## config.mk

```make
export PLATFORM = sky130hd
export DESIGN_NAME = veririsc_sequencer
export DESIGN_NICKNAME = d
export VERILOG_FILES = /design/src/rtl/veririsc_sequencer.sv
export SDC_FILE = /design/constraint.sdc
export NUM_CORES = 1
export LEC_CHECK = 0
export CORE_AREA = 8 8 45 47
export CTS_CLUSTER_SIZE = 28
export DETAILED_ROUTE_END_ITERATION = 7
export DIE_AREA = 0 0 53 55
export GPL_TIMING_DRIVEN = 0
export HOLD_SLACK_MARGIN = 0.05
export SLEW_MARGIN = 5
export SYNTH_ARGS = -nofsm -noshare
export SYNTH_HDL_FRONTEND = slang
export SYNTH_SLANG_ARGS = --single-unit
```

## constraint.sdc

```tcl
create_clock -name clk -period 2.17 [get_ports clk]
set_input_delay 0.3255 -clock clk [delete_from_list [all_inputs] [get_ports clk]]
set_output_delay 0.3255 -clock clk [all_outputs]
set_load 0.01 [all_outputs]
```

## src/rtl/veririsc_sequencer.sv

```systemverilog
// veririsc_sequencer: eight-phase fetch/decode/execute sequencer for the VeriRISC CPU.
//
// Steps through INST_ADDR .. STORE once per instruction and decodes the current phase,
// opcode and accumulator-zero flag into the memory, IR, accumulator and PC strobes.
// inc_pc drives the program counter's enable and load_pc its load; the counter gives
// load priority, so a JMP that raises both in STORE lands on the target.
//
// Optional feature macro: VERIRISC_SEQ_HALT_STALL_EN
//   defined   : HLT parks the sequencer in OP_ADDR with halt held high until reset.
//   undefined : HLT gives a one-cycle halt pulse and sequencing carries on.
//
// Ports:
//   clk     in   rising-edge clock
//   reset   in   asynchronous active-low reset
//   opcode  in   [2:0] IR opcode (HLT SKZ ADD AND XOR LDA STO JMP = 0..7)
//   zero    in   accumulator-zero flag
//   phase   out  [2:0] current phase, for debug/trace
//   mem_rd  out  memory read strobe
//   load_ir out  instruction register load
//   halt    out  halt indication
//   inc_pc  out  program counter increment (counter enable)
//   load_ac out  accumulator load
//   load_pc out  program counter load (counter load)
//   mem_wr  out  memory write strobe
module veririsc_sequencer #(
  parameter int unsigned PHASES = 8
) (
  input  logic       clk,
  input  logic       reset,
  input  logic [2:0] opcode,
  input  logic       zero,
  output logic [2:0] phase,
  output logic       mem_rd,
  output logic       load_ir,
  output logic       halt,
  output logic       inc_pc,
  output logic       load_ac,
  output logic       load_pc,
  output logic       mem_wr
);

  if (PHASES != 8) begin : g_bad_phases
    $error("veririsc_sequencer: PHASES must be 8");
  end

  typedef enum logic [2:0] {
    StInstAddr  = 3'd0,
    StInstFetch = 3'd1,
    StInstLoad  = 3'd2,
    StIdle      = 3'd3,
    StOpAddr    = 3'd4,
    StOpFetch   = 3'd5,
    StAluOp     = 3'd6,
    StStore     = 3'd7
  } phase_e;

  localparam logic [2:0] OpHlt = 3'd0;
  localparam logic [2:0] OpSkz = 3'd1;
  localparam logic [2:0] OpAdd = 3'd2;
  localparam logic [2:0] OpAnd = 3'd3;
  localparam logic [2:0] OpXor = 3'd4;
  localparam logic [2:0] OpLda = 3'd5;
  localparam logic [2:0] OpSto = 3'd6;
  localparam logic [2:0] OpJmp = 3'd7;

  phase_e phase_q, phase_d;
  logic   is_aluop;
  logic   is_hlt;

  assign is_aluop = (opcode == OpAdd) || (opcode == OpAnd) ||
                    (opcode == OpXor) || (opcode == OpLda);
  assign is_hlt   = (opcode == OpHlt);

  // State register.
  always_ff @(posedge clk or negedge reset) begin
    if (!reset) begin
      phase_q <= StInstAddr;
    end else begin
      phase_q <= phase_d;
    end
  end

  // Next state: free-running 3-bit count, wrapping STORE -> INST_ADDR.
  always_comb begin
    phase_d = phase_e'(3'(phase_q + 3'd1));
`ifdef VERIRISC_SEQ_HALT_STALL_EN
    // Park on HLT; only reset gets us out.
    if ((phase_q == StOpAddr) && is_hlt) begin
      phase_d = phase_q;
    end
`endif
  end

  // Output decode.
  always_comb begin
    mem_rd  = 1'b0;
    load_ir = 1'b0;
    halt    = 1'b0;
    inc_pc  = 1'b0;
    load_ac = 1'b0;
    load_pc = 1'b0;
    mem_wr  = 1'b0;
    unique case (phase_q)
      StInstAddr: ;
      StInstFetch: begin
        mem_rd = 1'b1;
      end
      StInstLoad, StIdle: begin
        mem_rd  = 1'b1;
        load_ir = 1'b1;
      end
      StOpAddr: begin
        halt = is_hlt;
`ifdef VERIRISC_SEQ_HALT_STALL_EN
        // A parked HLT must not keep advancing the PC.
        inc_pc = !is_hlt;
`else
        inc_pc = 1'b1;
`endif
      end
      StOpFetch: begin
        mem_rd = is_aluop;
      end
      StAluOp: begin
        mem_rd  = is_aluop;
        load_ac = is_aluop;
        inc_pc  = (opcode == OpSkz) && zero;
        load_pc = (opcode == OpJmp);
      end
      StStore: begin
        mem_rd  = is_aluop;
        load_ac = is_aluop;
        inc_pc  = (opcode == OpJmp);
        load_pc = (opcode == OpJmp);
        mem_wr  = (opcode == OpSto);
      end
      default: ;
    endcase
  end

  assign phase = phase_q;

endmodule

```

==> results <==
[per-stage QoR]
stage	setup TNS (ns)	cell area, sq um	hold slack, ns
after global routing	0	479	0.276
final	0	479	0.275
after detailed placement	-0.0464	427	0.516
after CTS	-0.0391	453	0.270
after floorplan	0	256	0.0299
after global placement	-0.0569	427	0.515
[placed cells by master, fill, tap and decap left out]
master           instances
nand2_1                  2
clkdlybuf4s50_1         11
nand3_1                  1
clkbuf_2                 1
o21ai_1                  1
clkbuf_1                 1
nor2_1                   3
xnor2_1                  1
nor3b_1                  1
a21o_1                   1
buf_4                    3
clkbuf_4                 3
dlymetal6s2s_1           2
nor4bb_1                 1
dfrtp_1                  3
o21ai_0                  1
a31oi_1                  1
inv_1                    4
ha_1                     4
nor4_1                   1
or3_1                    1
dlygate4sd2_1            1
ha_2                     2
nor3_1                   1
[metal layers]
| metal | track usage (%) | wire [um] | vias to the layer above |
|---|---|---|---|
| li1 | - | - | 141 |
| met4 | 2.59 | 0 | 0 |
| met2 | 8.40 | 372 | 7 |
| met3 | 2.67 | 59 | 0 |
| met1 | 5.50 | 298 | 112 |
| met5 | 0 | 0 | - |
[timing repair]
action	CTS	global route
setup endpoints to repair	2	4
gates resized for setup	3	5
setup buffers	0	3
pin swaps	0	1
hold buffers	0	0
[area by class of cell]
| class | instances | area [sq um] |
|---|---|---|
| Sequential cell | 3 | 75.1 |
| Multi-Input combinational cell | 22 | 171 |
| Clock buffer | 4 | 26.3 |
| Inverter | 4 | 15.0 |
| Tap cell | 16 | 20.0 |
| Fill cell | 144 | 905 |
| Timing Repair Buffer | 18 | 171 |
[critical path, delay by kind of cell]
kind                   cells  cell delay, ns
buffers and inverters      2            1.11
XOR/XNOR                   1            0.12
AND/OR/NAND/NOR            1            0.13
[power by group]
group	switching (W)	leakage (nW)	internal, W
clock	0.0000268	0.0150	0.0000688
sequential	0	0.0379	0.0000563
combinational	0.00000611	0.200	0.00000978
total	0.0000329	0.253	0.000135
[cells in the mapped netlist]
library cell / count / area (sq um)
nor4_1: 1 / 6.26
or3_1: 1 / 6.26
nand2_1: 2 / 7.51
a21o_1: 1 / 7.51
xnor2_1: 1 / 8.76
dfrtp_1: 3 / 75.1
nor2_1: 3 / 11.3
nand3_1: 1 / 5.00
inv_1: 4 / 15.0
a31oi_1: 1 / 6.26
nor3_1: 1 / 5.00
o21ai_1: 1 / 5.00
o21ai_0: 1 / 5.00
nor3b_1: 1 / 7.51
ha_1: 6 / 75.1
nor4bb_1: 1 / 10.0
[logic make-up after synthesis]
kind of cell	Yosys count	share of synthesized area, %
adders and majority gates	6	29.3
and+or+nand+nor	11	22.9
DFF	3	29.3
xor gates and xnor gates	1	3.42
AOI/OAI and AO/OA	4	9.27
buffers and inverters	4	5.85
[worst max-delay path by stage]
stage                        from       to  slack [ns]
5_1_grt        phase[0]$_DFF_PN0_   inc_pc        0.02
3_3_place_gp            opcode[2]   inc_pc       -0.05
4_1_cts        phase[1]$_DFF_PN0_   mem_rd       -0.04
6_report                opcode[2]  load_ac        0.15
2_1_floorplan  phase[0]$_DFF_PN0_   mem_rd        0.44
3_5_place_dp   phase[1]$_DFF_PN0_   mem_rd       -0.03
==> impl_metrics.csv <==
group,metric,value,unit
run_status,status,"complete, no violations",
layout,fin_util,34.6,%
run,cap_violations,0,
route,drtIter0Drc,2,
synthesis,seq_area_frac_synth,29.3,%
clocking,cts_root_buffer,"clkbuf_4",
grt,grt_pass1_wl,1150,um
place,port-buffer-count,15,
layout,drive_above_1_share,17.6,%
setup_path,r2r_start,"phase[1]$_DFF_PN0_",
floorplan,start_util,18.5,%
layout,syn2layout_area_growth,86.8,%
setup_path,slowest_stage,"clkdlybuf4s50_1",
route,route.detailed.drc,0,
floorplan,die_x,53,um
layout,n_antenna_cell,0,
synthesis,syn_nets,41,
sta,max_freq,496,MHz
pwr,p_leak,0.253,nW
clocking,clockBufferDepth,2,
synthesis,synth.avg_cell_area,8.84,sq um
pwr,power,0.000168,W
setup_path,required,1.84,ns
route,wire_per_inst,10.9,um
sta,relSlewSlack,84.9,%
floorplan,dieHeight,55,um
floorplan,ios,16,
synthesis,netlist_area,256,sq um
floorplan,dieArea,0.00292,sq mm
floorplan,rows,14,
route,firstDrtPassIters,3,
route,routed-via-count,260,
place,pre_cts_slack,-0.0278,ns
grt,grt_start_max_net_pins,8,
sta,finalHoldViolations,0,
setup_path,crit_fanout,5,
clocking,h-tree-depth,1,
setup_path,r2r_cells,4,
layout,nets,64,
setup_path,r2r_setup_slack,1.03,ns
setup_path,critical-path-max-stage-delay,0.56,ns
sta,setup_slack,0.155,ns
sta,worstMarginPinSlew,0.224,ns
pwr,ir_drop,0.224,mV
floorplan,core-area,0.00138,sq mm
grt,antenna_found_initial,0,
worst_hold_path,min_path_type,"primary input to asynchronous set/reset pin",
grt,grt_util_all_layers,5.20,%
setup_path,arrival,1.69,ns
place,gp_congestion,0.709,
route,antenna_left,0,
sta,finalClockSkew,0.00139,ns
synthesis,syn_inst,29,
layout,layout.cells.non_filler,67,
setup_path,critPathKind,"primary input to output port",
setup_path,r2r_end,"phase[2]$_DFF_PN0_",
synthesis,yosysWarnings,0,
layout,largest_reg_flops,3,
sta,finalSetupViolations,0,
clocking,cts_buffers,3,
synthesis,synth-seq-cells,3,
route,vias_per_cell,3.88,
pwr,power.density,350,mW/mm^2
sta,slew_violations,0,
setup_path,path_cells,"clkdlybuf4s50_1 > xnor2_1 > nor3_1 > clkdlybuf4s50_1",
route,routed_wirelength,730,um
clocking,cts_num_sinks,3,
clocking,cts.clk_slew.worst_paths,0.04,ns
setup_path,cpMostUsedCell,"clkdlybuf4s50_1",
grt,grt_pass1_vias,278,
sta,fin_crit_sh,92.9,%
sta,layout_min_cycle_time,2.02,ns
synthesis,synth.distinct_cells,16,
place,dp.cells,60,
sta,rsz0062_at_grt,"no",
setup_path,start_kind,"primary input",
clocking,worstSkewPairLatency,0.23,ns
setup_path,endpoint_kind,"output port",
place,dp_hpwl,562,um
grt,grt_overflow,0,
clocking,cts_tree,"yes",
Power figures use the tool's default switching activity.
